===== src/rtl/hazard_pkg.sv =====
// Shared types and constants for the pipeline hazard/stall controller.
package hazard_pkg;

  localparam int REG_ADDR_W = 5;
  localparam int STAT_W     = 32;
  localparam logic [REG_ADDR_W-1:0] ZERO_REG = 5'd0;

  typedef enum logic [1:0] {
    RUN        = 2'd0,
    LOAD_STALL = 2'd1,
    MEM_WAIT   = 2'd2
  } hazardState_t;

  // Observation bundle: FSM state plus the per-cycle event strobes.
  typedef struct packed {
    hazardState_t state;
    hazardState_t retState;
    logic [2:0]   stallCnt;
    logic [7:0]   waitCnt;
    logic         depPending;
    logic         loadEvt;
    logic         flushEvt;
  } hazardDbg_t;

  function automatic logic [STAT_W-1:0] satInc(input logic [STAT_W-1:0] v);
    return (&v) ? v : v + 1'b1;
  endfunction

endpackage


===== src/rtl/hazard_addr_match.sv =====
// Register-address hazard compare: equal and not $zero.
module hazard_addr_match
  import hazard_pkg::*;
(
  input  logic [REG_ADDR_W-1:0] a,
  input  logic [REG_ADDR_W-1:0] b,
  output logic                  match
);

  assign match = (a == b) && (a != ZERO_REG);

endmodule


===== src/rtl/hazard_stall_controller.sv =====
// Pipeline advance/hold/squash controller (load-use, taken branch, slow dmem).
// Optional performance counters are built when HAZARD_STATS_EN is defined.
module hazard_stall_controller
  import hazard_pkg::*;
#(
  parameter int LOAD_STALL_CYCLES = 1,
  parameter int MEM_TIMEOUT       = 255
) (
  input  logic                  clk,
  input  logic                  reset,
  input  logic [REG_ADDR_W-1:0] id_rs,
  input  logic [REG_ADDR_W-1:0] id_rt,
  input  logic                  id_uses_rt,
  input  logic                  ex_mem_read,
  input  logic [REG_ADDR_W-1:0] ex_rt,
  input  logic                  ex_branch_taken,
  input  logic                  mem_req,
  input  logic                  mem_ready,
  output logic                  pc_write,
  output logic                  ifid_write,
  output logic                  idex_write,
  output logic                  exmem_write,
  output logic                  ifid_flush,
  output logic                  idex_flush,
  output logic                  mem_error,
  output logic [STAT_W-1:0]     stat_load_stalls,
  output logic [STAT_W-1:0]     stat_mem_waits,
  output logic [STAT_W-1:0]     stat_flushes,
  output hazardDbg_t            dbg
);

  localparam logic [2:0] STALL_RELOAD = 3'(LOAD_STALL_CYCLES - 1);
  localparam logic [7:0] WAIT_MAX     = 8'(MEM_TIMEOUT);

  hazardState_t          state, stateNext, retState, retStateNext, effState;
  logic [2:0]            stallCnt, stallCntNext;
  logic [7:0]            waitCnt, waitCntNext;
  logic [REG_ADDR_W-1:0] loadRd, loadRdNext;
  logic                  rsMatch, rtMatch, depMatch;
  logic                  memStall, loadUse, loadDetect, branchFlush;

  hazard_addr_match uRsMatch  (.a(ex_rt),  .b(id_rs), .match(rsMatch));
  hazard_addr_match uRtMatch  (.a(ex_rt),  .b(id_rt), .match(rtMatch));
  hazard_addr_match uDepMatch (.a(loadRd), .b(id_rs), .match(depMatch));

  assign memStall = mem_req && !mem_ready;
  assign loadUse  = ex_mem_read && (rsMatch || (id_uses_rt && rtMatch));

  always_comb begin
    stateNext    = state;
    retStateNext = retState;
    stallCntNext = stallCnt;
    waitCntNext  = '0;
    loadRdNext   = loadRd;
    loadDetect   = 1'b0;
    branchFlush  = 1'b0;
    pc_write     = 1'b1;
    ifid_write   = 1'b1;
    idex_write   = 1'b1;
    exmem_write  = 1'b1;
    ifid_flush   = 1'b0;
    idex_flush   = 1'b0;
    // A released wait cycle behaves exactly like the state it interrupted.
    effState = (state == MEM_WAIT) ? retState : state;

    if (memStall) begin
      {pc_write, ifid_write, idex_write, exmem_write} = 4'b0000;
      stateNext = MEM_WAIT;
      if (state != MEM_WAIT) retStateNext = state;
      waitCntNext = (waitCnt == WAIT_MAX) ? waitCnt : waitCnt + 8'd1;
    end else if (ex_branch_taken) begin
      ifid_flush   = 1'b1;
      idex_flush   = 1'b1;
      stallCntNext = '0;
      stateNext    = RUN;
      branchFlush  = 1'b1;
    end else if (effState == LOAD_STALL) begin
      pc_write     = 1'b0;
      ifid_write   = 1'b0;
      idex_flush   = 1'b1;
      stallCntNext = stallCnt - 3'd1;
      stateNext    = (stallCnt <= 3'd1) ? RUN : LOAD_STALL;
    end else if (loadUse) begin
      pc_write   = 1'b0;
      ifid_write = 1'b0;
      idex_flush = 1'b1;
      loadDetect = 1'b1;
      stateNext  = RUN;
      if (LOAD_STALL_CYCLES > 1) begin
        loadRdNext   = ex_rt;
        stallCntNext = STALL_RELOAD;
        stateNext    = LOAD_STALL;
      end
    end else begin
      stateNext = RUN;
    end

    if (reset) begin
      {pc_write, ifid_write, idex_write, exmem_write} = 4'b0000;
      ifid_flush = 1'b1;
      idex_flush = 1'b1;
    end
  end

  always_ff @(posedge clk) begin
    if (reset) begin
      state     <= RUN;
      retState  <= RUN;
      stallCnt  <= '0;
      waitCnt   <= '0;
      loadRd    <= ZERO_REG;
      mem_error <= 1'b0;
    end else begin
      state    <= stateNext;
      retState <= retStateNext;
      stallCnt <= stallCntNext;
      waitCnt  <= waitCntNext;
      loadRd   <= loadRdNext;
      if (memStall && (waitCntNext == WAIT_MAX)) mem_error <= 1'b1;
    end
  end

`ifdef HAZARD_STATS_EN
  logic [STAT_W-1:0] statLoad, statWait, statFlush;

  always_ff @(posedge clk) begin
    if (reset) begin
      statLoad  <= '0;
      statWait  <= '0;
      statFlush <= '0;
    end else begin
      if (loadDetect)  statLoad  <= satInc(statLoad);
      if (memStall)    statWait  <= satInc(statWait);
      if (branchFlush) statFlush <= satInc(statFlush);
    end
  end

  assign stat_load_stalls = statLoad;
  assign stat_mem_waits   = statWait;
  assign stat_flushes     = statFlush;
`else
  assign stat_load_stalls = '0;
  assign stat_mem_waits   = '0;
  assign stat_flushes     = '0;
`endif

  assign dbg.state      = state;
  assign dbg.retState   = retState;
  assign dbg.stallCnt   = stallCnt;
  assign dbg.waitCnt    = waitCnt;
  assign dbg.depPending = depMatch;
  assign dbg.loadEvt    = loadDetect;
  assign dbg.flushEvt   = branchFlush;

endmodule


===== config.mk =====
export PLATFORM = sky130hd
export DESIGN_NAME = hazard_stall_controller
export DESIGN_NICKNAME = d
export VERILOG_FILES = /design/src/rtl/hazard_pkg.sv /design/src/rtl/hazard_addr_match.sv /design/src/rtl/hazard_stall_controller.sv
export SDC_FILE = /design/constraint.sdc
export NUM_CORES = 1
export LEC_CHECK = 0
export ABC_CLOCK_PERIOD_IN_PS = 2600
export CAP_MARGIN = 10
export CORE_MARGIN = 5
export CORE_UTILIZATION = 33
export DETAILED_ROUTE_END_ITERATION = 10
export PLACE_DENSITY = 0.85
export RECOVER_POWER = 50
export SLEW_MARGIN = 0
export SYNTH_ARGS = -nofsm -noshare
export SYNTH_HDL_FRONTEND = slang
export SYNTH_SLANG_ARGS = --single-unit

===== constraint.sdc =====
create_clock -name clk -period 2.6 [get_ports clk]
set_clock_uncertainty 0.15 [all_clocks]
set_input_delay 0.52 -clock clk [delete_from_list [all_inputs] [get_ports clk]]
set_output_delay 0.52 -clock clk [all_outputs]
set_load 0.03 [all_outputs]

# After elaboration in Yosys (flattened, before gate mapping)
# Cells that the tools add are included.
[op_classes]
n_reduce_logical = 13
add_sub_neg = 2
eq_ne = 7
n_bitwise = 2
muxes = 27
mul = 0
shift = 0
div = 0
n_lt_le_gt_ge = 1
[op_table]
columns = ["cell", "n"]
rows = [
  ["$mux W1", 21],
  ["$eq A8 B8 Y1 const B", 2],
  ["$mux W8", 2],
  ["$eq A5 B5 Y1", 2],
  ["$add A8 B1 Y8 const B", 1],
  ["$logic_and A1 B1 Y1", 6],
  ["$mux W3", 2],
  ["$reduce_bool A5 Y1", 1],
  ["$mux W2", 2],
  ["$reduce_and A2 Y1", 2],
  ["$reduce_or A4 Y1", 1],
  ["$le A3 B1 Y1 const B", 1],
  ["$sub A3 B1 Y3 const B", 1],
  ["$eq A2 B1 Y1 const B", 1],
  ["$eq A2 B2 Y1 const B", 1],
  ["$ne A2 B2 Y1 const B", 1],
  ["$not A1 Y1", 2],
  ["$reduce_bool A2 Y1", 1],
  ["$logic_not A1 Y1", 1],
  ["$logic_or A1 B1 Y1", 1],
]
[word_totals]
memories = 0
out_inout_bits = 121
mem_bits_ro = 0
register_bits = 16
inputBits = 22
ramBits = 0
word_cells = 58
latch_bits = 0

# Logic depth before layout (Yosys ltp)
# Gate-level depths: netlist (run 1).
[logic_depth]
ltp_word = 10
depth_mapped = 7

# Modules after synthesis
# Synthesis (run 1) repeated with hierarchy kept, for this count alone.
[unflattened]
cells_unflattened = 241
area_unflattened_um2 = 1896.8
[modules_own_cells]
columns = ["mod", "cells_per_inst", "n_inst", "area_each_um2"]
rows = [
  ["hazard_stall_controller", 214, 1, 1686.6],
  ["hazard_addr_match", 9, 3, 70.1],
]

# Worst setup path before layout (run 1)
# OpenSTA, ideal clock, no wires.
[synth_path]
path_kind = "input -> output"
from = "input port ex_rt[1]"
to = "output port pc_write"
arrival_time_ps = 2699
path_slack_ps = -769
path_stages = 5
path_cell_list = "or4_1 o21ai_1 a21oi_1 o41ai_1 buf_4"
[synth_between]
elab_chain_len = 10
elab_cells_between_ends = 13
classes_between = "eq/ne (2); mux (5); reduce/logical (6)"
[synth_lines]
columns = ["item", "line_no", "rtl"]
rows = [
  ["start, declared", "hazard_stall_controller.sv:15", "input logic [REG_ADDR_W-1:0] ex_rt,"],
  ["$eq A5 B5 Y1 or $reduce_bool A5 Y1 (tied branches)", "hazard_addr_match.sv:10", "assign match = (a == b) && (a != ZERO_REG);"],
  ["$logic_and A1 B1 Y1", "hazard_addr_match.sv:10", ""],
  ["$logic_and A1 B1 Y1", "hazard_stall_controller.sv:47", "assign loadUse = ex_mem_read && (rsMatch || (id_uses_rt && rtMatch));"],
  ["$logic_or A1 B1 Y1 (*)", "hazard_stall_controller.sv:47", ""],
  ["$logic_and A1 B1 Y1 (*)", "hazard_stall_controller.sv:47", ""],
  ["$mux W1 (*) (5 in series)", "n/a", ""],
  ["end, declared", "hazard_stall_controller.sv:19", "output logic pc_write,"],
]
# Every way passes the cells marked *; elsewhere a longest branch is shown, timed or not.

# Worst setup path in the final report (run 1)
[layout_path]
from = "input port ex_rt[4]"
to = "output port ifid_write"
[layout_between]
elab_chain_len = 10
elab_cells_between_ends = 13
classes_between = "eq/ne (2); mux (5); reduce/logical (6)"
[layout_lines]
columns = ["item", "line_no", "rtl"]
rows = [
  ["$eq A5 B5 Y1 or $reduce_bool A5 Y1 (tied branches)", "hazard_addr_match.sv:10", ""],
  ["$logic_and A1 B1 Y1", "hazard_addr_match.sv:10", ""],
  ["$logic_and A1 B1 Y1", "hazard_stall_controller.sv:47", ""],
  ["$logic_or A1 B1 Y1 (*)", "hazard_stall_controller.sv:47", ""],
  ["$logic_and A1 B1 Y1 (*)", "hazard_stall_controller.sv:47", ""],
  ["$mux W1 (*)", "hazard_stall_controller.sv:83", "end else if (loadUse) begin"],
  ["$mux W1 (*)", "hazard_stall_controller.sv:77", "end else if (effState == LOAD_STALL) begin"],
  ["$mux W1 (*)", "hazard_stall_controller.sv:71", "end else if (ex_branch_taken) begin"],
  ["$mux W1 (*)", "hazard_stall_controller.sv:66", "if (memStall) begin"],
  ["$mux W1 (*)", "hazard_stall_controller.sv:98", "if (reset) begin"],
  ["end, declared", "hazard_stall_controller.sv:20", "output logic ifid_write,"],
]
# Marked as above.

==> impl_metrics.sql, run 1 <==
INSERT INTO impl_metrics (metric_group, metric, value, unit) VALUES
('clock_tree', 'cts-buffers-inserted', '3', ''),
('pwr', 'pwr_density_cell', '391.1', 'mW/mm²'),
('sta', 'finalCritPeriodShare', '1.023', ''),
('run_status', 'status', 'finished with violations', ''),
('worst_hold_path', 'timing.hold.worst.class', 'register to register', ''),
('sta', 'highest_clock_rate', '375.8', 'MHz'),
('critical_path', 'critical_path_cell_list', 'buf_6 -> or4_4 -> o21ai_2 -> a21oi_2 -> buf_4 -> o41ai_4 -> buf_6', ''),
('pwr', 'combPwrFrac', '0.404', ''),
('yosys', 'synth_cells', '216', ''),
('place', 'gp_congestion', '0.7346', ''),
('yosys', 'synth_top_area_share', '0.4456', ''),
('yosys', 'async_reset_ff_frac', '0', ''),
('die', 'start_util', '0.3375', ''),
('pwr', 'intPower', '449.3', 'µW'),
('place', 'place.detailed.hpwl', '3.173', 'mm'),
('yosys', 'most_frequently_used_cell_type_in_the_post_synthesis_netlist', 'sky130_fd_sc_hd__buf_4', ''),
('grt', 'grt_start_max_net_pins', '14', ''),
('drt', 'wl_per_cell', '10.76', 'µm'),
('yosys', 'ys_top_cells_by_area', 'sky130_fd_sc_hd__buf_4, sky130_fd_sc_hd__dfxtp_1, sky130_fd_sc_hd__xor2_1', ''),
('pwr', 'power.switching_fraction', '0.4311', ''),
('drt', 'avgViaCountPerCell', '3.794', ''),
('die', 'die_width', '81.81', 'µm'),
('yosys', 'yosys.cell_types.count', '36', ''),
('drt', 'drt.antenna.violating_nets', '0', ''),
('critical_path', 'slowest_stage', 'sky130_fd_sc_hd__or4_4', ''),
('pwr', 'report.power.total', '789.8', 'µW'),
('pwr', 'power.leakage', '0.9561', 'nW'),
('sta', 'rsz0062_at_grt', 'true', ''),
('sta', 'timing_hold_violations_final', '0', ''),
('grt', 'grt_antenna_before_repair', '0', ''),
('drt', 'post-route-drc-count', '0', ''),
('yosys', 'yosys_most_used_dff', 'sky130_fd_sc_hd__dfxtp_1', ''),
('sta', 'maxSlewHeadroom', '0.5025', ''),
('sta', 'slew_violations', '0', ''),
('grt', 'groute.usage.overall', '0.1004', ''),
('drt', 'number_of_vias_after_detailed_routing', '1305', ''),
('final_layout', 'fill_cells', '508', ''),
('critical_path', 'path_common_cell', 'sky130_fd_sc_hd__buf_6', ''),
('sta', 'setup_viol', '2', ''),
('sta', 'period_minus_slack', '2661', 'ps'),
('critical_path', 'start_kind', 'input pin', ''),
('clock_tree', 'clock_latency', '250', 'ps'),
('clock_tree', 'cts.sinks', '16', ''),
('sta', 'final.setup.worst_slack', '-60.66', 'ps'),
('critical_path', 'worstPathMaxFanout', '3', ''),
('yosys', 'syn-cell-area', '0.001702', 'mm²'),
('clock_tree', 'cts.root.buffer_cell', 'sky130_fd_sc_hd__clkbuf_8', ''),
('pwr', 'clock_power_share', '0.281', ''),
('clock_tree', 'cts-htree-levels', '1', ''),
('final_layout', 'drive_above_1_share', '0.1533', ''),
('final_layout', 'antennaDiodeCount', '0', ''),
('drt', 'first_pass_iters', '4', ''),
('yosys', 'synth_enable_flop_cells', '0', ''),
('grt', 'grt_pass1_vias', '1197', ''),
('final_layout', 'postLayoutCoreUtil', '0.4005', ''),
('yosys', 'synth.top_cells.by_count', 'sky130_fd_sc_hd__buf_4, sky130_fd_sc_hd__dfxtp_1, sky130_fd_sc_hd__a21oi_1', ''),
('place', 'port-buffer-count', '45', ''),
('clock_tree', 'clock_path_buffers', '2', ''),
('drt', 'detail_route.iter0.violations', '52', ''),
('yosys', 'yosys_warnings', '0', ''),
('final_layout', 'areaGrowthSynthToFinish', '18.68', '%'),
('clock_tree', 'clkSlewWorstSetupHoldPaths', '60', 'ps'),
('pwr', 'power.ir.vdd_worst', '0.1804', 'mV'),
('run_status', 'failed_checks', 'setup timing', ''),
('final_layout', 'num-nets-final', '300', ''),
('yosys', 'post_synthesis_cell_type_with_the_largest_combined_area', 'sky130_fd_sc_hd__buf_4', ''),
('die', 'floorplan_row_count', '26', ''),
('die', 'total_core_area', '0.005042', 'mm²'),
('sta', 'worst_hold_slack', '343.1', 'ps'),
('pwr', 'power.share.sequential', '0.315', ''),
('flow_run', 'cap_violations', '0', '');
==> power by group through the flow <==
stage / clock (mW) / combinational, mW / sequential [mW]
final: 0.222 / 0.319 / 0.249
after global routing: 0.243 / 0.337 / 0.249
after CTS: 0.224 / 0.312 / 0.249
after detailed placement: 0 / 0.314 / 0.254
after global placement: 0 / 0.313 / 0.254
after floorplan: 0 / 0.352 / 0.257
==> area by class of cell <==
type	count	share of cell area
well taps	70	0.04337
clock buffers	4	0.02726
inverters	4	0.007435
flip-flops and latches	16	0.1586
multi-input cells	187	0.4938
repair buffers	63	0.2695
==> cells by family after synthesis <==
family / count (synthesis) / share of synthesized area
AOI/OAI and AO/OA: 28 / 0.09706
xor gates and xnor gates: 13 / 0.06691
adders and majority gates: 3 / 0.02206
buffers and inverters: 109 / 0.4640
DFF: 16 / 0.1882
muxes: 1 / 0.005883
other: 1 / 0.002204
and+or+nand+nor: 45 / 0.1537
==> path summary, 6_finish.rpt <==
path / from / endpoint / depth (start not counted)
worst min register to register: retState[0]$_SDFFE_PP0P_ / retState[0]$_SDFFE_PP0P_ / 2
worst max register to register: waitCnt[0]$_SDFF_PP0_ / mem_error$_SDFFE_PP0P_ / 6
worst min-delay path: retState[0]$_SDFFE_PP0P_ / retState[0]$_SDFFE_PP0P_ / 2
worst max-delay path: ex_rt[4] / ifid_write / 7
==> state kept, by name (all words and copies together), names as in the netlist <==
register / flops
waitCnt: 8
retState: 2
mem_error: 1
stallCnt: 3
state: 2
==> stage by stage <==
stage,instance area [µm²],TNS (ps),setup WS [ps],cells
6_report,2019,-120.5,-60.66,344
5_1_grt,2019,-360.3,-99.05,344
4_1_cts,2021,-312.0,-132.9,344
3_5_place_dp,1954,-1899,-464.5,339
3_3_place_gp,1954,-1752,-433.9,339
2_1_floorplan,2081,-106.6,-106.6,312
==> layer usage <==
layer / wire, µm / share of wire / track usage / vias up
met3: 453 / 0.12 / 0.02083 / 4
met4: 51 / 0.014 / 0.03987 / 0
li1: - / - / - / 639
met5: 0 / 0 / 0 / -
met2: 1872 / 0.51 / 0.1801 / 90
met1: 1324 / 0.36 / 0.1151 / 572
==> layout by cell type (no fill, tap or decap), drive strengths merged, types with 3 or more instances in the layout <==
master	Yosys	routed
inv	4	4
clkbuf	3	11
dfxtp	16	16
nand3	5	5
nand2b	5	5
dlygate4sd3	0	6
a21oi	12	12
buf	102	24
clkdlybuf4s50	0	19
nor2	8	8
nand2	6	6
nor3	3	3
xor2	8	8
xnor2	5	5
conb	1	97
ha	3	3
nor4	3	3
dlygate4sd2	0	5
nor4b	3	3
o21ai	9	9
==> worst max-delay path, delay by kind of cell <==
kind            cells  cell delay (ps)
compound gates      3              540
simple gates        1              520
buf+inv             3              420
==> repair_timing <==
action                     CTS  global route
resized for setup           29            11
setup endpoints to repair    5             5
hold buffers                 0             0
buffers inserted             1             0
pin swaps                   11             7
(Power assumes the default switching activity.)
==> run 2: changes to the inputs <==
--- a/config.mk
+++ b/config.mk
@@ -7,10 +7,13 @@
 export LEC_CHECK = 0
 export ABC_CLOCK_PERIOD_IN_PS = 2600
 export CAP_MARGIN = 10
+export CELL_PAD_IN_SITES_DETAIL_PLACEMENT = 1
+export CELL_PAD_IN_SITES_GLOBAL_PLACEMENT = 1
 export CORE_MARGIN = 5
-export CORE_UTILIZATION = 33
+export CORE_UTILIZATION = 21
+export CTS_CLUSTER_SIZE = 14
 export DETAILED_ROUTE_END_ITERATION = 10
-export PLACE_DENSITY = 0.85
+export PLACE_DENSITY = 0.83
 export RECOVER_POWER = 50
 export SLEW_MARGIN = 0
 export SYNTH_ARGS = -nofsm -noshare
==> impl_metrics.sql, run 2 (synthesis results as in run 1) <==
INSERT INTO impl_metrics (metric_group, metric, value, unit) VALUES
('sta', 'worst_pin_slew', '819.1', 'ps'),
('worst_hold_path', 'worstHoldStart', 'retState[0]$_SDFFE_PP0P_', ''),
('grt', 'grt_start_max_net_pins', '14', ''),
('critical_path', 'crit_arrival', '2070', 'ps'),
('final_layout', 'fill_cells', '996', ''),
('pwr', 'power.switching_fraction', '0.4483', ''),
('grt', 'gr-usage-met3', '0.009034', ''),
('pwr', 'clock_power_share', '0.242', ''),
('clock_tree', 'cts-htree-levels', '1', ''),
('critical_path', 'worst_setup_path_endpoint', 'pc_write', ''),
('critical_path', 'worst_ep_required_time', '1930', 'ps'),
('die', 'start_util', '0.2179', ''),
('pwr', 'power.share.sequential', '0.324', ''),
('final_layout', 'largest_registers_in_the_final_layout', 'waitCnt (8), stallCnt (3)', ''),
('sta', 'slew_violations', '0', ''),
('drt', 'drt.antenna.violating_nets', '0', ''),
('drt', 'number_of_vias_after_detailed_routing', '1361', ''),
('final_layout', 'largest_reg_flops', '8', ''),
('grt', 'groute.usage.overall', '0.08058', ''),
('die', 'floorplan_row_count', '32', ''),
('place', 'place.detailed.hpwl', '3.751', 'mm'),
('grt', 'grt_first_pass_wirelength', '6.499', 'mm'),
('final_layout', 'finish.cell_count_without_fillers', '375', ''),
('final_layout', 'areaGrowthSynthToFinish', '23.16', '%'),
('sta', 'finalCritPeriodShare', '1.055', ''),
('critical_path', 'critical_path.startpoint', 'ex_rt[3]', ''),
('critical_path', 'path_type_of_the_worst_setup_path', 'input pin to primary output', ''),
('critical_path', 'regToRegEndpoint', 'mem_error$_SDFFE_PP0P_', ''),
('clock_tree', 'tritoncts', 'done', ''),
('sta', 'highest_clock_rate', '364.6', 'MHz'),
('sta', 'final.setup.worst_slack', '-142.9', 'ps'),
('final_layout', 'fin_area', '0.002096', 'mm²'),
('drt', 'wl_per_cell', '12.31', 'µm'),
('grt', 'grt.overflow.total', '0', ''),
('drt', 'post-route-drc-count', '0', ''),
('clock_tree', 'clkSlewWorstSetupHoldPaths', '60', 'ps'),
('drt', 'avgViaCountPerCell', '3.629', ''),
('sta', 'period_minus_slack', '2743', 'ps'),
('drt', 'routed_wirelength', '4.618', 'mm'),
('drt', 'detail_route.iter0.violations', '16', ''),
('critical_path', 'reg2reg_slack', '600', 'ps'),
('die', 'chipHeight', '100.0', 'µm'),
('place', 'gp_congestion', '0.7905', ''),
('die', 'die_width', '100.0', 'µm'),
('drt', 'first_pass_iters', '4', ''),
('pwr', 'pwr_density_cell', '366.1', 'mW/mm²'),
('place', 'port-buffer-count', '45', ''),
('die', 'design.die.area', '0.01000', 'mm²'),
('clock_tree', 'cts-buffers-inserted', '3', ''),
('final_layout', 'antennaDiodeCount', '0', ''),
('final_layout', 'area.sequential', '320.3', 'µm²'),
('final_layout', 'mostFrequentLayoutCell', 'sky130_fd_sc_hd__conb_1', ''),
('run_status', 'status', 'finished with violations', ''),
('sta', 'setup_viol', '4', ''),
('pwr', 'power.ir.vdd_worst', '0.1384', 'mV'),
('clock_tree', 'cts.root.buffer_cell', 'sky130_fd_sc_hd__clkbuf_8', ''),
('critical_path', 'start_kind', 'input pin', ''),
('clock_tree', 'ctsHoldBuffers', '0', ''),
('grt', 'gr-usage-met1', '0.07618', ''),
('final_layout', 'num-nets-final', '300', ''),
('pwr', 'power.leakage', '0.9798', 'nW'),
('die', 'count_of_pins_on_the_block_boundary', '143', ''),
('grt', 'grt_pass1_vias', '1329', ''),
('die', 'total_core_area', '0.007807', 'mm²'),
('sta', 'rsz0062_at_grt', 'true', ''),
('final_layout', 'mostFrequentLayoutCells', 'sky130_fd_sc_hd__conb_1, sky130_fd_sc_hd__clkdlybuf4s50_1, sky130_fd_sc_hd__dfxtp_1, sky130_fd_sc_hd__buf_4, sky130_fd_sc_hd__a21oi_1', ''),
('critical_path', 'critical_path.reg2reg.startpoint', 'waitCnt[0]$_SDFF_PP0_', ''),
('sta', 'timing_hold_violations_final', '0', ''),
('final_layout', 'drive_above_1_share', '0.1575', ''),
('pwr', 'switching_pwr', '343.9', 'µW'),
('worst_hold_path', 'timing.hold.worst.class', 'register to register', ''),
('final_layout', 'largest_register', 'waitCnt', ''),
('flow_run', 'cap_violations', '0', ''),
('final_layout', 'multi_input_area', '0.001018', 'mm²'),
('sta', 'maxSlewHeadroom', '0.4503', ''),
('place', 'placed_instances', '366', ''),
('critical_path', 'worstPathMaxFanout', '2', ''),
('pwr', 'report.power.total', '767.2', 'µW'),
('grt', 'grt_antenna_before_repair', '0', ''),
('final_layout', 'postLayoutCoreUtil', '0.2684', ''),
('place', 'placed_cell_area', '0.001957', 'mm²'),
('grt', 'grt_most_used_layer', 'met2', ''),
('pwr', 'combPwrFrac', '0.434', ''),
('pwr', 'intPower', '423.3', 'µW'),
('clock_tree', 'clock_path_buffers', '2', ''),
('grt', 'grtUsageMet2', '0.1611', ''),
('clock_tree', 'clock_latency', '250', 'ps'),
('critical_path', 'reg2reg_depth', '6', ''),
('run_status', 'failed_checks', 'setup timing', ''),
('critical_path', 'endpoint_kind', 'primary output', ''),
('clock_tree', 'cts.sinks', '16', '');
[run 2: cell type report]
cell class / instances / share of cell area
clock buffers: 3 / 0.01970
repair buffers: 63 / 0.2734
inverters: 4 / 0.007164
multi-input cells: 187 / 0.4860
flip-flops and latches: 16 / 0.1528
well taps: 102 / 0.06090
[run 2: repair_timing]
action / CTS / global route
resized for setup: 33 / 21
endpoints found under the hold margin: 0 / 0
setup endpoints to repair: 5 / 5
buffers inserted: 5 / 1
pin swaps: 8 / 14
[run 2: per-stage QoR]
| stage | hold WS (ps) | TNS (ps) | setup slack [ps] |
|---|---|---|---|
| 2_1_floorplan | 459.5 | -106.6 | -106.6 |
| 3_3_place_gp | 329.8 | -1913 | -440.5 |
| 3_5_place_dp | 348.4 | -2026 | -518.9 |
| 4_1_cts | 357.0 | -594.2 | -160.3 |
| 5_1_grt | 390.4 | -646.2 | -193.4 |
| 6_report | 352.2 | -398.1 | -142.9 |
[run 2: worst max-delay path, cell delays in order]
cell and delay, ps:
sky130_fd_sc_hd__buf_8 100, sky130_fd_sc_hd__buf_6 100, sky130_fd_sc_hd__or4_4 470, sky130_fd_sc_hd__o21ai_2 130
sky130_fd_sc_hd__a21oi_2 50, sky130_fd_sc_hd__buf_4 140, sky130_fd_sc_hd__o41ai_4 320, sky130_fd_sc_hd__buf_4 220
[run 2: power groups by stage]
stage          logic, mW  registers, mW  clock network [mW]
6_report           0.333          0.249               0.186
5_1_grt            0.350          0.249               0.205
4_1_cts            0.319          0.249               0.193
3_5_place_dp       0.313          0.254                   0
3_3_place_gp       0.310          0.254                   0
2_1_floorplan      0.352          0.257                   0
[run 2: per-layer routing]
| layer | routed length, µm | part of all wire | up-vias |
|---|---|---|---|
| li1 | - | - | 629 |
| met1 | 1459 | 0.32 | 635 |
| met2 | 2576 | 0.56 | 82 |
| met3 | 370 | 0.080 | 15 |
| met4 | 212 | 0.046 | 0 |
| met5 | 0 | 0 | - |
[run 2: how the worst min path moves through the flow]
stage | cells after the start | end | slack [ps]
2_1_floorplan | 2 | retState[0]$_SDFFE_PP0P_ | 460
3_3_place_gp | 2 | retState[0]$_SDFFE_PP0P_ | 330
3_5_place_dp | 2 | retState[0]$_SDFFE_PP0P_ | 350
4_1_cts | 2 | retState[0]$_SDFFE_PP0P_ | 360
5_1_grt | 2 | stallCnt[2]$_SDFFE_PP0P_ | 390
6_report | 2 | retState[0]$_SDFFE_PP0P_ | 350
==> run 3: changes to the inputs <==
--- a/config.mk
+++ b/config.mk
@@ -9,9 +9,10 @@
 export CAP_MARGIN = 10
 export CELL_PAD_IN_SITES_DETAIL_PLACEMENT = 1
 export CELL_PAD_IN_SITES_GLOBAL_PLACEMENT = 1
+export CORE_ASPECT_RATIO = 0.6
 export CORE_MARGIN = 5
 export CORE_UTILIZATION = 21
-export CTS_CLUSTER_SIZE = 14
+export CTS_CLUSTER_SIZE = 10
 export DETAILED_ROUTE_END_ITERATION = 10
 export PLACE_DENSITY = 0.83
 export RECOVER_POWER = 50
==> impl_metrics.sql, run 3 (synthesis results as in run 1) <==
INSERT INTO impl_metrics (metric_group, metric, value, unit) VALUES
('run_status', 'status', 'finished with violations', ''),
('run_status', 'failed_checks', 'setup timing', ''),
('die', 'chipHeight', '79.73', 'µm'),
('final_layout', 'multi_input_area', '0.001031', 'mm²'),
('grt', 'grtUsageMet2', '0.1591', ''),
('pwr', 'intPower', '521.6', 'µW'),
('grt', 'grt_first_pass_wirelength', '6.975', 'mm'),
('critical_path', 'worst_ep_required_time', '1930', 'ps'),
('die', 'total_core_area', '0.007883', 'mm²'),
('clock_tree', 'cts.root.buffer_cell', 'sky130_fd_sc_hd__clkbuf_16', ''),
('final_layout', 'postLayoutCoreUtil', '0.2687', ''),
('clock_tree', 'clkSlewWorstSetupHoldPaths', '50', 'ps'),
('sta', 'worst_hold_slack', '350.7', 'ps'),
('sta', 'maxSlewHeadroom', '0.5499', ''),
('sta', 'tns', '-170.2', 'ps'),
('pwr', 'power.share.sequential', '0.285', ''),
('pwr', 'report.power.total', '876.9', 'µW'),
('grt', 'grt.overflow.total', '0', ''),
('grt', 'gr-usage-met1', '0.09351', ''),
('sta', 'final.setup.worst_slack', '-68.60', 'ps'),
('drt', 'avgViaCountPerCell', '3.457', ''),
('place', 'place.detailed.hpwl', '3.875', 'mm'),
('grt', 'grt_pass1_vias', '1374', ''),
('pwr', 'power.leakage', '0.9457', 'nW'),
('place', 'port-buffer-count', '45', ''),
('die', 'die_width', '126.2', 'µm'),
('place', 'gp_congestion', '0.8166', ''),
('grt', 'groute.usage.overall', '0.08295', ''),
('final_layout', 'largest_reg_flops', '8', ''),
('grt', 'grt_start_max_net_pins', '9', ''),
('sta', 'timing_hold_violations_final', '0', ''),
('flow_run', 'cap_violations', '0', ''),
('place', 'placed_instances', '372', ''),
('worst_hold_path', 'timing.hold.worst.class', 'register to register', ''),
('sta', 'finalCritPeriodShare', '1.026', ''),
('clock_tree', 'clock_latency', '240', 'ps'),
('final_layout', 'fill_cells', '996', ''),
('pwr', 'power.switching_fraction', '0.4051', ''),
('final_layout', 'drive_above_1_share', '0.1604', ''),
('clock_tree', 'cts.sinks', '16', ''),
('grt', 'gr-usage-met3', '0.01805', ''),
('pwr', 'switching_pwr', '355.2', 'µW'),
('sta', 'setup_viol', '4', ''),
('sta', 'rsz0062_at_grt', 'true', ''),
('final_layout', 'finish.cell_count_without_fillers', '376', ''),
('critical_path', 'path_type_of_the_worst_setup_path', 'input pin to primary output', ''),
('clock_tree', 'tritoncts', 'done', ''),
('grt', 'grt_most_used_layer', 'met2', ''),
('drt', 'first_pass_iters', '2', ''),
('drt', 'post-route-drc-count', '0', ''),
('final_layout', 'mostFrequentLayoutCells', 'sky130_fd_sc_hd__conb_1, sky130_fd_sc_hd__clkdlybuf4s50_1, sky130_fd_sc_hd__buf_4', ''),
('clock_tree', 'cts-buffers-inserted', '3', ''),
('clock_tree', 'ctsHoldBuffers', '0', ''),
('final_layout', 'area.sequential', '320.3', 'µm²'),
('die', 'count_of_pins_on_the_block_boundary', '143', ''),
('pwr', 'pwr_density_cell', '413.9', 'mW/mm²'),
('final_layout', 'mostFrequentLayoutCell', 'sky130_fd_sc_hd__conb_1', ''),
('die', 'design.die.area', '0.01006', 'mm²'),
('drt', 'drt.antenna.violating_nets', '0', ''),
('critical_path', 'endpoint_kind', 'primary output', ''),
('final_layout', 'largest_registers_in_the_final_layout', 'waitCnt (8), stallCnt (3)', ''),
('pwr', 'clock_power_share', '0.338', ''),
('final_layout', 'areaGrowthSynthToFinish', '24.49', '%'),
('final_layout', 'largest_register', 'waitCnt', ''),
('sta', 'worst_pin_slew', '670.7', 'ps'),
('sta', 'highest_clock_rate', '374.7', 'MHz'),
('pwr', 'combPwrFrac', '0.377', ''),
('critical_path', 'worstPathMaxFanout', '3', ''),
('final_layout', 'antennaDiodeCount', '0', ''),
('clock_tree', 'cts-htree-levels', '1', ''),
('sta', 'slew_violations', '0', ''),
('drt', 'wl_per_cell', '12.06', 'µm'),
('pwr', 'power.ir.vdd_worst', '0.1805', 'mV'),
('die', 'floorplan_row_count', '25', ''),
('final_layout', 'num-nets-final', '295', ''),
('drt', 'detail_route.iter0.violations', '55', ''),
('sta', 'period_minus_slack', '2669', 'ps'),
('drt', 'number_of_vias_after_detailed_routing', '1300', ''),
('drt', 'routed_wirelength', '4.535', 'mm'),
('critical_path', 'start_kind', 'input pin', ''),
('die', 'start_util', '0.2159', ''),
('critical_path', 'crit_arrival', '2000', 'ps'),
('grt', 'grt_antenna_before_repair', '0', ''),
('clock_tree', 'clock_path_buffers', '2', '');
## run 3: cell types whose count changed in the layout (fill, tap and decap cells not counted), sizes merged
cell / change
clkbuf: -2
dlymetal6s2s: -4
buf: -3
clkdlybuf4s50: +4
clkdlybuf4s15: +1
dlygate4sd3: -4
dlygate4sd2: +3
## run 3: final cells by class
type                    count  area share
multi-input cells         187      0.4867
clock buffers               3     0.03544
inverters                   4    0.007088
well taps                 108     0.06379
flip-flops and latches     16      0.1512
repair buffers             58      0.2558
## run 3: stage by stage
stage / area, µm² / worst slack, ps
floorplan: 2081 / -106.6
global placement: 1987 / -473.3
detailed placement: 1987 / -537.6
CTS: 2085 / -156.6
global route: 2118 / -113.9
finish: 2118 / -68.60
## run 3: per-layer routing
layer	share of wire	wire length [µm]
met3	0.052	235
met5	0	0
met1	0.37	1677
met4	0.0084	38
met2	0.57	2583
## run 3: path summary, 6_finish.rpt
check                           startpoint                  endpoint  slack, ps  depth (start not counted)
hold / removal    retState[0]$_SDFFE_PP0P_  retState[0]$_SDFFE_PP0P_        350                          2
setup reg to reg     waitCnt[0]$_SDFF_PP0_    mem_error$_SDFFE_PP0P_        580                          6
hold reg to reg   retState[0]$_SDFFE_PP0P_  retState[0]$_SDFFE_PP0P_        350                          2
setup / recovery                  ex_rt[4]                  pc_write        -70                          7
## run 3: power by group through the flow
stage | registers (mW) | logic [mW] | clock network [mW]
CTS | 0.249 | 0.319 | 0.303
floorplan | 0.257 | 0.352 | 0
detailed placement | 0.254 | 0.318 | 0
global placement | 0.254 | 0.315 | 0
global route | 0.250 | 0.348 | 0.311
finish | 0.250 | 0.331 | 0.296
## run 3: worst max-delay path: stages
cell and delay, ps:
sky130_fd_sc_hd__buf_8 100, sky130_fd_sc_hd__or4_4 520, sky130_fd_sc_hd__o21ai_2 140, sky130_fd_sc_hd__a21oi_2 70, sky130_fd_sc_hd__buf_4 140, sky130_fd_sc_hd__o41ai_4 290
sky130_fd_sc_hd__buf_4 220
## run 3: timing repair
action	in CTS	in global routing
resized for setup	32	14
pin swaps	13	8
endpoints found under the setup margin	4	4
buffers inserted	1	0
==> patch 1 (flow settings as in run 1) <==
The option `HAZARD_STATS_EN` is turned on by a define.
--- a/src/rtl/hazard_stall_controller.sv
+++ b/src/rtl/hazard_stall_controller.sv
@@ -1,4 +1,6 @@
 // Pipeline advance/hold/squash controller (load-use, taken branch, slow dmem).
 // Optional performance counters are built when HAZARD_STATS_EN is defined.
+`define HAZARD_STATS_EN
+
 module hazard_stall_controller
   import hazard_pkg::*;
Function: changed (Yosys sat finds a counterexample within 4 cycles, from zero or initial values and one cycle with reset high).
==> patch 1 against run 1 <==
- the run still ends with setup timing left
- synthesized cell count rose to 3.2 times the old value
- sequential cell count rose by 96
- critical path depth rose by 1
- maximum frequency fell by 0.17%
- via count rose to 4.4 times the old value
- power rose to 4.2 times the old value
- setup slack got worse by 4.5 ps
- non-clock buffer count rose by 136
- routed wire length rose to 4.5 times the old value
- die area rose to 3.0 times the old value
- synthesized area rose to 3.3 times the old value
- cell area rose to 4.0 times the old value
- sequential power rose to 6.9 times the old value
- critical path type unchanged
- critical endpoint is now pc_write
- largest cell class unchanged
- highest routed layer unchanged
==> patch 1: results (changes against run 1) <==
metric;value;unit;change
h-tree-depth;3;;+2
p_leak;3.04;nW;+220%
ys_seq_area_share;39.4;%;+21 points
clk_latency;350;ps;+100 ps
io_buffers;141;;+210%
drtPass1Iterations;5;;+1
dr.first_iter.drc_count;320;;+520%
worst_slew_pin_slew;700;ps;-41.0 ps
grt_pass1_vias;5245;;+340%
synthTopCellsByArea;dfxtp_1, nor2_1, xnor2_1;;
synthTopCellsByCount;dfxtp_1, nor2_1, nand2_1;;
wirelength;16700;um;+350%
ys.flop_type;dfxtp_1;;
grt_max_degree;56;;+42
fin_nets;900;;+200%
vias_per_cell;5.16;;+36%
detail_route.wl_per_cell;15.1;um;+41%
n_fill_cell;1671;;+230%
drive_above_1_share;12.9;%;-2.4 points
dp.cells;1079;;+220%
clk_pin_slew;70;ps;
synth_cell_type_count;56;;+56%
grt_pass1_wl;26400;um;+400%
violations;setup timing;;
dpl.hpwl;12300;um;+290%
root_buffer;clkbuf_16;;
place_area;7590;um2;+290%
place.gp.congestion;0.862;;+17%
cts_buffers;9;;+6
hold_class;reg2reg;;
synth_fp_nets;726;;
finalSetupViolations;4;;+2
grt_usage;16.2;%;+6.2 points
vdd_drop_max;0.326;mV;+81%
outcome;finished with violations;;
netlist_instances;699;;+220%
clockBufferDepth;2;;unchanged
fin_ws;-65.2;ps;-4.52 ps
cp_max_fo;2;;-1
## patch 1: cell count changes after synthesis, moves of 26 or more
cell | run 1 | this run
nand4_1 | 0 | 35
buf_4 | 101 | 5
a21oi_1 | 11 | 47
o21ai_0 | 7 | 40
nand2_1 | 6 | 52
xnor2_1 | 5 | 31
nand3_1 | 5 | 34
dfxtp_1 | 16 | 112
nor2_1 | 8 | 84
or3_1 | 0 | 33
## patch 1: cell families (layout without fill, tap and decap cells)
| family | count (synthesis) | after routing | synth area share, % |
|---|---|---|---|
| AO/OA/AOI/OAI | 113 | 113 | 11.3 |
| XOR/XNOR | 60 | 60 | 9.24 |
| adder cells (fa/ha/maj) | 5 | 5 | 1.10 |
| buffers and inverters | 56 | 234 | 4.47 |
| flip-flops | 112 | 112 | 39.4 |
| multiplexers | 10 | 10 | 1.92 |
| other | 1 | 2 | 0.0660 |
| AND/OR/NAND/NOR | 342 | 342 | 32.4 |
## patch 1: power by group
part / total, mW / internal, mW / switching, mW
clock network: 1.38 / 0.743 / 0.635
logic: 0.244 / 0.110 / 0.134
registers: 1.73 / 1.72 / 0.00943
total: 3.35 / 2.57 / 0.779
## patch 1: final cells by class
type / count / area share (%)
multi-input cells: 531 / 40.7
diodes: 1 / 0.0312
inverters: 20 / 0.937
flip-flops and latches: 112 / 28.0
repair buffers: 199 / 23.2
clock buffers: 10 / 2.86
clock inverters: 5 / 0.734
well taps: 225 / 3.51
## patch 1: final timing paths
check	endpoint	slack [ps]	start
setup / recovery	pc_write	-70	ex_rt[4]
hold / removal	stallCnt[0]	330	stallCnt[0]
setup reg to reg	stat_mem_waits[23]	190	stat_mem_waits[3]
hold reg to reg	stallCnt[0]	330	stallCnt[0]
## patch 1: timing repair
item | in CTS | in global routing
gates resized for setup | 35 | 21
endpoints found under the hold margin | 0 | 0
pin swaps | 5 | 14
setup buffers | 6 | 3
endpoints found under the setup margin | 5 | 15
## patch 1: metal layers
layer / track usage, % / up-vias / wire, um
li1: - / 2838 / -
met1: 20.5 / 2670 / 7150
met2: 26.8 / 167 / 8070
met3: 4.38 / 16 / 1190
met4: 5.00 / 0 / 252
met5: 0 / - / 0
## patch 1: metrics by stage
step	utilization (%)	power [mW]	setup WS (ps)	TNS, ps
global placement	44.3	2.01	-509	-10060
global route	46.8	3.48	-98.8	-447
floorplan	-	1.89	37.0	0
finish	46.8	3.35	-65.2	-202
CTS	46.5	3.40	-115	-320
detailed placement	44.3	2.01	-520	-12050
## patch 1: critical path, cell delays in order
cell and delay, ps:
buf_6 90, or4_4 540, o21ai_2 140, nand2b_4 160
nand2_4 50, buf_6 130, a21boi_4 190, buf_6 160
==> patch 2 (flow settings as in run 1) <==
Made on the original files. Register the output `dbg`; this adds one clock of latency there. The other outputs are not delayed to match.
--- a/src/rtl/hazard_stall_controller.sv
+++ b/src/rtl/hazard_stall_controller.sv
@@ -32,4 +32,6 @@
   localparam logic [2:0] STALL_RELOAD = 3'(LOAD_STALL_CYCLES - 1);
   localparam logic [7:0] WAIT_MAX     = 8'(MEM_TIMEOUT);
+
+  hazardDbg_t dbg_d;
 
   hazardState_t          state, stateNext, retState, retStateNext, effState;
@@ -145,11 +147,15 @@
 `endif
 
-  assign dbg.state      = state;
-  assign dbg.retState   = retState;
-  assign dbg.stallCnt   = stallCnt;
-  assign dbg.waitCnt    = waitCnt;
-  assign dbg.depPending = depMatch;
-  assign dbg.loadEvt    = loadDetect;
-  assign dbg.flushEvt   = branchFlush;
+  assign dbg_d.state      = state;
+  assign dbg_d.retState   = retState;
+  assign dbg_d.stallCnt   = stallCnt;
+  assign dbg_d.waitCnt    = waitCnt;
+  assign dbg_d.depPending = depMatch;
+  assign dbg_d.loadEvt    = loadDetect;
+  assign dbg_d.flushEvt   = branchFlush;
+
+  always_ff @(posedge clk) begin
+    dbg <= dbg_d;
+  end
 
 endmodule
Check against the original RTL: not equivalent (Yosys sat finds a counterexample within 4 cycles, from zero or initial values and one cycle with reset high).
==> patch 2 against run 1 <==
- setup slack better by 120 ps
- sequential cell count up 17
- power up 53%
- sequential share of layout area up 11 points
- maximum frequency up 4.6%
- cell area up 21%
- register-to-register slack worse by 410 ps
- synthesized area up 24%
- routed wire length up 16%
- via count up 14%
- highest routed layer unchanged
==> patch 2: results (changes against run 1) <==
metric;value;unit;change
outcome;complete, no violations;;
use_met1;9.68;%;-1.8 points
top_regs;dbg (17), waitCnt (8), stallCnt (3);;
drive_above_1_share;12.5;%;-2.8 points
inverters_excl_clock;7;;+3
period_minus_slack;2540;ps;-117 ps
h-tree-depth;2;;+1
wl_met1;1520;um;+15%
ys_ff_latch;33;;+17
vdd_drop_max;0.348;mV;+93%
nClkBuffers;6;;+2
multiInputGateArea;1060;um2;+6.1%
wirelength;4300;um;+16%
whs_endpoint;dbg[14];;
final_cells;372;;+8.1%
fin_nets;319;;+6.3%
nonClkBufAreaFrac;21.3;%;-5.7 points
num_vias;1484;;+14%
reg2regPathDepth;5;;-1
place_area;2330;um2;+19%
num-multi-input-gates;191;;+2.1%
met2_length;2280;um;+22%
grt_use_met2;19.0;%;+0.95 points
avgSynthCellArea;8.86;um2;+13%
dpl.hpwl;3370;um;+6.2%
p_leak;1.06;nW;+11%
grt_pass1_wl;6780;um;+28%
cp_max_fo;2;;-1
place_ws;-305;ps;+159 ps
synth_cell_type_count;45;;+25%
cp-endpoint;pc_write;;
holdWs;217;ps;-126 ps
met3_usage;2.42;%;+0.34 points
register_area;661;um2;+110%
crit_family;buffers and inverters;;
dp.cells;363;;+7.1%
## patch 2: cell types whose count changed in the layout (fill, tap and decap cells not counted), moves of 3 or more
cell / run 1 / this run
xor2_1: 7 / 1
xnor2_1: 5 / 11
dlygate4sd2_1: 5 / 2
clkdlybuf4s50_1: 19 / 33
dlygate4sd3_1: 6 / 0
buf_4: 19 / 12
inv_1: 4 / 7
a21oi_1: 10 / 7
dfxtp_1: 16 / 33
o21ai_0: 7 / 4
## patch 2: where the power goes
group          internal (mW)  total, mW  switching (mW)  leakage, nW
Clock                  0.185      0.367           0.182       0.0450
Combinational         0.0743      0.327           0.252        0.749
Sequential             0.510      0.512         0.00267        0.267
## patch 2: logic make-up (layout without fill, tap and decap cells)
family / after synthesis / after routing / synth area share, %
buf+inv: 111 / 71 / 37.6
flops: 33 / 33 / 31.2
fa+ha+maj: 3 / 3 / 1.77
other cells: 1 / 97 / 0.177
xor+xnor: 13 / 13 / 5.38
mux: 1 / 1 / 0.473
simple gates: 47 / 47 / 13.8
compound gates: 30 / 30 / 9.63
